$ cat src/rtl/soc_apb_pkg.sv
// Shared definitions for the APB initiator: FSM state encoding, APB data
// width and the default ACCESS timeout limit.
package soc_apb_pkg;

    localparam int unsigned APB_DW                 = 32;
    localparam int unsigned TIMEOUT_CYCLES_DEFAULT = 255;

    typedef enum logic [1:0] {
        ST_IDLE   = 2'd0,
        ST_SETUP  = 2'd1,
        ST_ACCESS = 2'd2,
        ST_RESP   = 2'd3
    } apb_state_e;

endpackage : soc_apb_pkg

$ cat src/rtl/soc_apb_initiator.sv
// Single-outstanding APB3 initiator. Turns a valid/ready load/store request
// into one SETUP + ACCESS transfer and returns a one-cycle response pulse.
// At least two idle APB cycles (RESP + IDLE) separate consecutive transfers.
// Optional build macro SOC_APB_INIT_TIMEOUT_EN adds an 8-bit ACCESS timeout
// that aborts a transfer with resp_err=1 after TIMEOUT_CYCLES wait cycles.
module soc_apb_initiator
    import soc_apb_pkg::*;
#(
    parameter int unsigned W_ADDR         = 32,
    parameter int unsigned W_PADDR        = 16,
    parameter int unsigned TIMEOUT_CYCLES = TIMEOUT_CYCLES_DEFAULT
) (
    input  logic               clk,
    input  logic               rst_n,
    // request side
    input  logic               req_valid,
    output logic               req_ready,
    input  logic               req_write,
    input  logic [W_ADDR-1:0]  req_addr,
    input  logic [APB_DW-1:0]  req_wdata,
    // response side
    output logic               resp_valid,
    output logic [APB_DW-1:0]  resp_rdata,
    output logic               resp_err,
    // APB side
    output logic [W_PADDR-1:0] paddr,
    output logic               psel,
    output logic               penable,
    output logic               pwrite,
    output logic [APB_DW-1:0]  pwdata,
    input  logic [APB_DW-1:0]  prdata,
    input  logic               pready,
    input  logic               pslverr
);

    apb_state_e state;

    // Upper address bits belong to the fabric decoder; the low two bits are
    // dropped because APB transfers are always word aligned.
    logic unused_addr_bits;
    assign unused_addr_bits = ^{req_addr[W_ADDR-1:W_PADDR], req_addr[1:0]};

`ifdef SOC_APB_INIT_TIMEOUT_EN
    // Counter value on the last permitted wait cycle: one more pready=0
    // cycle makes it reach TIMEOUT_CYCLES.
    localparam logic [7:0] TO_LAST = 8'(TIMEOUT_CYCLES - 1);
    logic [7:0] to_cnt;
`else
    localparam int unsigned unused_timeout_cycles = TIMEOUT_CYCLES;
`endif

    // Transfer FSM with every output registered.
    // NOTE: all state and outputs, including the data registers, are reset
    // asynchronously so psel/penable drop the instant rst_n falls.
    always_ff @(posedge clk or negedge rst_n) begin
        if (!rst_n) begin
            state      <= ST_IDLE;
            req_ready  <= 1'b0;
            resp_valid <= 1'b0;
            resp_rdata <= '0;
            resp_err   <= 1'b0;
            psel       <= 1'b0;
            penable    <= 1'b0;
            pwrite     <= 1'b0;
            paddr      <= '0;
            pwdata     <= '0;
`ifdef SOC_APB_INIT_TIMEOUT_EN
            to_cnt     <= '0;
`endif
        end else begin
            // NOTE: non-blocking assignments only; the default below is
            // overridden later in the same block to form the one-cycle pulse.
            resp_valid <= 1'b0;
            unique case (state)
                ST_IDLE: begin
                    if (req_valid && req_ready) begin
                        req_ready <= 1'b0;
                        psel      <= 1'b1;
                        penable   <= 1'b0;
                        pwrite    <= req_write;
                        paddr     <= {req_addr[W_PADDR-1:2], 2'b00};
                        pwdata    <= req_wdata;
                        state     <= ST_SETUP;
`ifdef SOC_APB_INIT_TIMEOUT_EN
                        to_cnt    <= '0;
`endif
                    end else begin
                        req_ready <= 1'b1;
                    end
                end
                ST_SETUP: begin
                    penable <= 1'b1;
                    state   <= ST_ACCESS;
                end
                ST_ACCESS: begin
                    if (pready) begin
                        resp_rdata <= pwrite ? '0 : prdata;
                        resp_err   <= pslverr;
                        resp_valid <= 1'b1;
                        psel       <= 1'b0;
                        penable    <= 1'b0;
                        state      <= ST_RESP;
                    end
`ifdef SOC_APB_INIT_TIMEOUT_EN
                    else if (to_cnt == TO_LAST) begin
                        resp_rdata <= '0;
                        resp_err   <= 1'b1;
                        resp_valid <= 1'b1;
                        psel       <= 1'b0;
                        penable    <= 1'b0;
                        state      <= ST_RESP;
                    end else begin
                        to_cnt <= to_cnt + 8'd1;
                    end
`endif
                end
                ST_RESP: begin
                    req_ready <= 1'b1;
                    state     <= ST_IDLE;
                end
            endcase
        end
    end

endmodule : soc_apb_initiator

$ cat config.mk
export PLATFORM = sky130hd
export DESIGN_NAME = soc_apb_initiator
export DESIGN_NICKNAME = d
export VERILOG_FILES = /design/src/rtl/soc_apb_pkg.sv /design/src/rtl/soc_apb_initiator.sv
export SDC_FILE = /design/constraint.sdc
export NUM_CORES = 1
export LEC_CHECK = 0
export ABC_AREA = 1
export CORE_MARGIN = 10
export CORE_UTILIZATION = 39
export DETAILED_ROUTE_END_ITERATION = 8
export PLACE_DENSITY = 0.84
export SLEW_MARGIN = 30
export SYNTH_ARGS = -nofsm -noshare
export SYNTH_HDL_FRONTEND = slang
export SYNTH_SLANG_ARGS = --single-unit
$ cat constraint.sdc
create_clock -name clk -period 1.6 [get_ports clk]
set_input_delay 0.16 -clock clk [delete_from_list [all_inputs] [get_ports clk]]
set_output_delay 0.16 -clock clk [all_outputs]
set_load 0.02 [all_outputs]
## After elaboration in Yosys (flattened, before gate mapping)

Index checks and enable logic that the tools add are counted.

| word-level totals | value |
|---|---|
| bits in registers | 86 |
| word-level logic and storage cells | 38 |
| input port bits | 102 |
| output and inout port bits | 86 |

| operators by class | value |
|---|---|
| reduce and logical (&&, ||, !) cells | 10 |
| eq/ne operators | 5 |
| muxes and demuxes | 13 |

Operators with widths:

| operator | number |
|---|---|
| $mux 32 | 1 |
| $pmux 2 s4 | 1 |
| $mux 1 | 6 |
| $reduce_and 2->1 | 3 |
| $reduce_and 3->1 | 2 |
| $eq 2x2->1 const B | 2 |
| $mux 2 | 2 |
| $ne 2x2->1 const B | 2 |
| $pmux 1 s2 | 2 |
| $reduce_bool 2->1 | 2 |
| $pmux 1 s3 | 1 |
| $reduce_bool 3->1 | 1 |
| $eq 2x1->1 const B | 1 |
| $logic_not 2->1 | 1 |
| $logic_and 1x1->1 | 1 |

## Logic depth before layout (Yosys ltp)

| logic depth | value |
|---|---|
| depth in word-level cells | 3 |
| mapped depth | 7 |
| mapped depth without buffers | 7 |

## Least setup slack after synthesis

No wires, ideal clock.

| path | value |
|---|---|
| path kind | register to register |
| from | register state[0] |
| to | register resp_rdata[10] |
| required time | 1.467 ns |
| slack | 0.301 ns |
| data arrival time | 1.166 ns |
| clock period less this slack | 1.299 ns |
| path buffers | 2 |
| stages on the path, launching flop included | 8 |
| setup time | 0.133 ns |
| path through | dfrtp_1 -> inv_1 -> ha_1 -> nand2_1 -> buf_4 -> buf_2 -> nand2_1 -> o21ai_0 |

| on the way | value |
|---|---|
| longest elaborated chain between the ends | 2 |

Ends and longest elaborated chain:

| element | line | text |
|---|---|---|
| from (decl) | soc_apb_initiator.sv:36 | `apb_state_e state;` |
| from (signal assigned) | soc_apb_initiator.sv:57 | `state <= ST_IDLE;` |
| from (signal assigned) | soc_apb_initiator.sv:83 | `state <= ST_SETUP;` |
| from (signal assigned) | soc_apb_initiator.sv:93 | `state <= ST_ACCESS;` |
| $eq 2x2->1 | soc_apb_initiator.sv:74 | `unique case (state)` |
| $reduce_and 2->1 (no source line) | n/a |  |
| to (signal assigned) | soc_apb_initiator.sv:97 | `resp_rdata <= pwrite ? '0 : prdata;` |
| to (decl) | soc_apb_initiator.sv:23 | `output logic [APB_DW-1:0] resp_rdata,` |

Every way passes these cells.
A chain may end at the register's enable or synchronous reset.

## Final worst setup path

| path | value |
|---|---|
| from | register pwrite |
| to | output pwrite |

RTL lines:

| element | line | text |
|---|---|---|
| from (decl) | soc_apb_initiator.sv:29 | `output logic pwrite,` |
| from (signal assigned) | soc_apb_initiator.sv:80 | `pwrite <= req_write;` |

No word-level cell between the ends.

==> flow_metrics.tcl <==
set metrics [dict create \
    status "finished, final reports clean" \
    die_h_um 115 \
    cp-start-kind "flip-flop" \
    comb_power_share_pct 51.8 \
    syn2layout_area_growth_pct 56.2 \
    cts_tree "built" \
    max_freq_mhz 656 \
    final-setup-viol-count 0 \
    grt_usage_pct 15.6 \
    yosys_warnings 0 \
    p_int_uw 6880 \
    ff2ff_path_depth 5 \
    final_cell_mix "nand2_1 (174), clkdlybuf4s50_1 (166), dfrtp_1 (86)" \
    diodes 0 \
    tns_ns 0 \
    synth_cell_types 16 \
    critPathRequiredTime_ns 1.44 \
    power_uw 11500 \
    crit_path_max_incr_delay_ns 0.64 \
    viasPerCell 4.72 \
    p_sw_uw 4620 \
    core.rowCount 34 \
    slew_violations 0 \
    syn_inst 394 \
    hold_viol 0 \
    drc_errors 0 \
    cp-end-kind "output pin" \
    fp.dieArea_um2 13300 \
    worstPathCellList "clkdlybuf4s50_1" \
    gr-total-overflow 0 \
    whs_ns 0.346 \
    p_sw_share_pct 40.2 \
    grt_max_degree 49 \
    critPathKind "reg -> out" \
    cts_max_level 3 \
    grt_first_pass_wirelength_um 16700 \
    p_clk_share_pct 15.4 \
    cp_data_arrival_time_ns 1.36 \
    final_nets 664 \
    coreArea_um2 8810 \
    ioPinCount 188 \
    pre_cts_slack_ns 0.168 \
    dp_hpwl_um 7850 \
    post-route-period-util_pct 95.3 \
    initial_core_util_pct 40.4 \
    grt_util_met2_pct 25.1 \
    fillers 751 \
    vias 3156 \
    layout_commonest_cell "nand2_1" \
    fin_skew_ns 0.00965 \
    r2r_slack_ns 0.16 \
    postRouteWirelength_um 10600 \
    cp_slowest_cell "clkdlybuf4s50_1" \
    path_delay_family "buffers and inverters" \
    clk_path_buf_depth 2 \
    layout_setup_ws_ns 0.0753 \
    gp_congestion 0.821 \
    antenna_found_initial 0 \
    dieWidth_um 115 \
    power_frac_seq_pct 32.8 \
    ir_drop_mv 0.945 \
    power.leakage_uw 0.00267 \
    clk_pin_slew_worst_paths_ns 0.08 \
    synth-seq-cells 86 \
    cts-root-buf "clkbuf_8" \
    grt_util_met1_pct 18.6 \
    ant_nets 0 \
    power_density_nw_per_um2 2070 \
    wire_per_inst_um 15.9 \
    drive_gt1_share_pct 4.63 \
    rr_startpoint "state[0]$_DFFE_PN0P_" \
    crit_buf_inv 1 \
    drv_cap 0 \
    rsz0062_at_grt "no" \
    hp-class "in -> async" \
    top_usage_layer "met2" \
    port_buffers 167 \
    netlist_area_um2 3550 \
    critical_path.max_fanout 3 \
    first_global_vias 3253 \
    first_pass_iters 4 \
    cts_sinks 86 \
    grt.met3_usage_pct 6.67 \
    ys_seq_area_share_pct 60.5 \
    rr_endpoint "resp_rdata[12]$_DFFE_PN0P_" \
    drtIter0Drc 204 \
    period_needed_ns 1.52 \
    syn_area_per_cell_um2 9.02 \
    insertion_delay_ns 0.34 \
    cts_inserted_buffers 9 \
    postCtsSetupRepairBufs 0 \
]
-- repair_timing --
action,in CTS,in global routing
hold endpoints to repair,33,0
resized for setup,0,0
hold buffers,1,0
-- power by group through the flow --
stage	logic (uW)	clock network [uW]	registers, uW
after global placement	5880	0	3750
after global routing	6470	1900	3900
after CTS	6040	1830	3780
final	5950	1780	3770
after detailed placement	6030	0	3810
after floorplan	1900	0	5010
-- cell usage after synthesis --
master	count	share of area, %
a21oi_1	1	0.14
buf_1	1	0.11
buf_2	10	1.4
buf_4	7	1.5
buf_6	6	1.9
clkbuf_1	3	0.32
conb_1	1	0.11
dfrtp_1	86	61
ha_1	6	2.1
inv_1	9	0.95
inv_2	1	0.11
nand2_1	175	18
nand3_1	49	6.9
nand4_1	2	0.35
nor2_1	3	0.32
o21ai_0	34	4.8
-- registers in the layout, indices dropped and copies added, names as in the netlist --
register and count:
req_ready 1, pwrite 1, resp_valid 1, state 2
penable 1, resp_rdata 32, resp_err 1, psel 1
paddr 14, pwdata 32
-- metal layers --
layer | up-vias | share of wire (%)
met5 | - | 0
met4 | 0 | 1.4
met3 | 14 | 10
met2 | 121 | 47
met1 | 1453 | 42
li1 | 1568 | -
-- per-stage QoR --
step	utilization, %	instance area (um^2)	cells
final	63.1	5550	669
after global routing	63.1	5550	669
after CTS	63.1	5550	669
after detailed placement	60.3	5310	652
after global placement	60.3	5310	652
after floorplan	-	3560	395
-- cell type report --
class | count | area, um^2 | area share (%)
repair buffers | 177 | 1810 | 32.6
clock inverters | 4 | 95.1 | 1.71
flip-flops and latches | 86 | 2150 | 38.8
inverters | 10 | 37.5 | 0.676
multi-input cells | 272 | 1190 | 21.4
well taps | 108 | 135 | 2.43
clock buffers | 12 | 135 | 2.43
-- kinds of logic (layout without fill, tap and decap cells) --
family,count (synthesis),count (layout),synth area share (%)
and+or+nand+nor,229,229,26.0
DFF,86,86,60.5
buffers and inverters,37,203,6.27
AOI/OAI and AO/OA,35,35,4.93
adders and majority gates,6,6,2.11
other,1,2,0.105
-- worst max path at each step --
| stage | startpoint | to | slack (ns) | depth (start not counted) |
|---|---|---|---|---|
| 2_1_floorplan | state[0]$_DFFE_PN0P_ | resp_rdata[10]$_DFFE_PN0P_ | 0.30 | 7 |
| 3_3_place_gp | state[0]$_DFFE_PN0P_ | resp_rdata[15]$_DFFE_PN0P_ | 0.23 | 5 |
| 3_5_place_dp | state[0]$_DFFE_PN0P_ | resp_rdata[20]$_DFFE_PN0P_ | 0.17 | 5 |
| 4_1_cts | pwrite$_DFFE_PN0P_ | pwrite | 0.04 | 1 |
| 5_1_grt | pwrite$_DFFE_PN0P_ | pwrite | 0.01 | 1 |
| 6_report | pwrite$_DFFE_PN0P_ | pwrite | 0.08 | 1 |
Power figures use the tool's default switching activity.
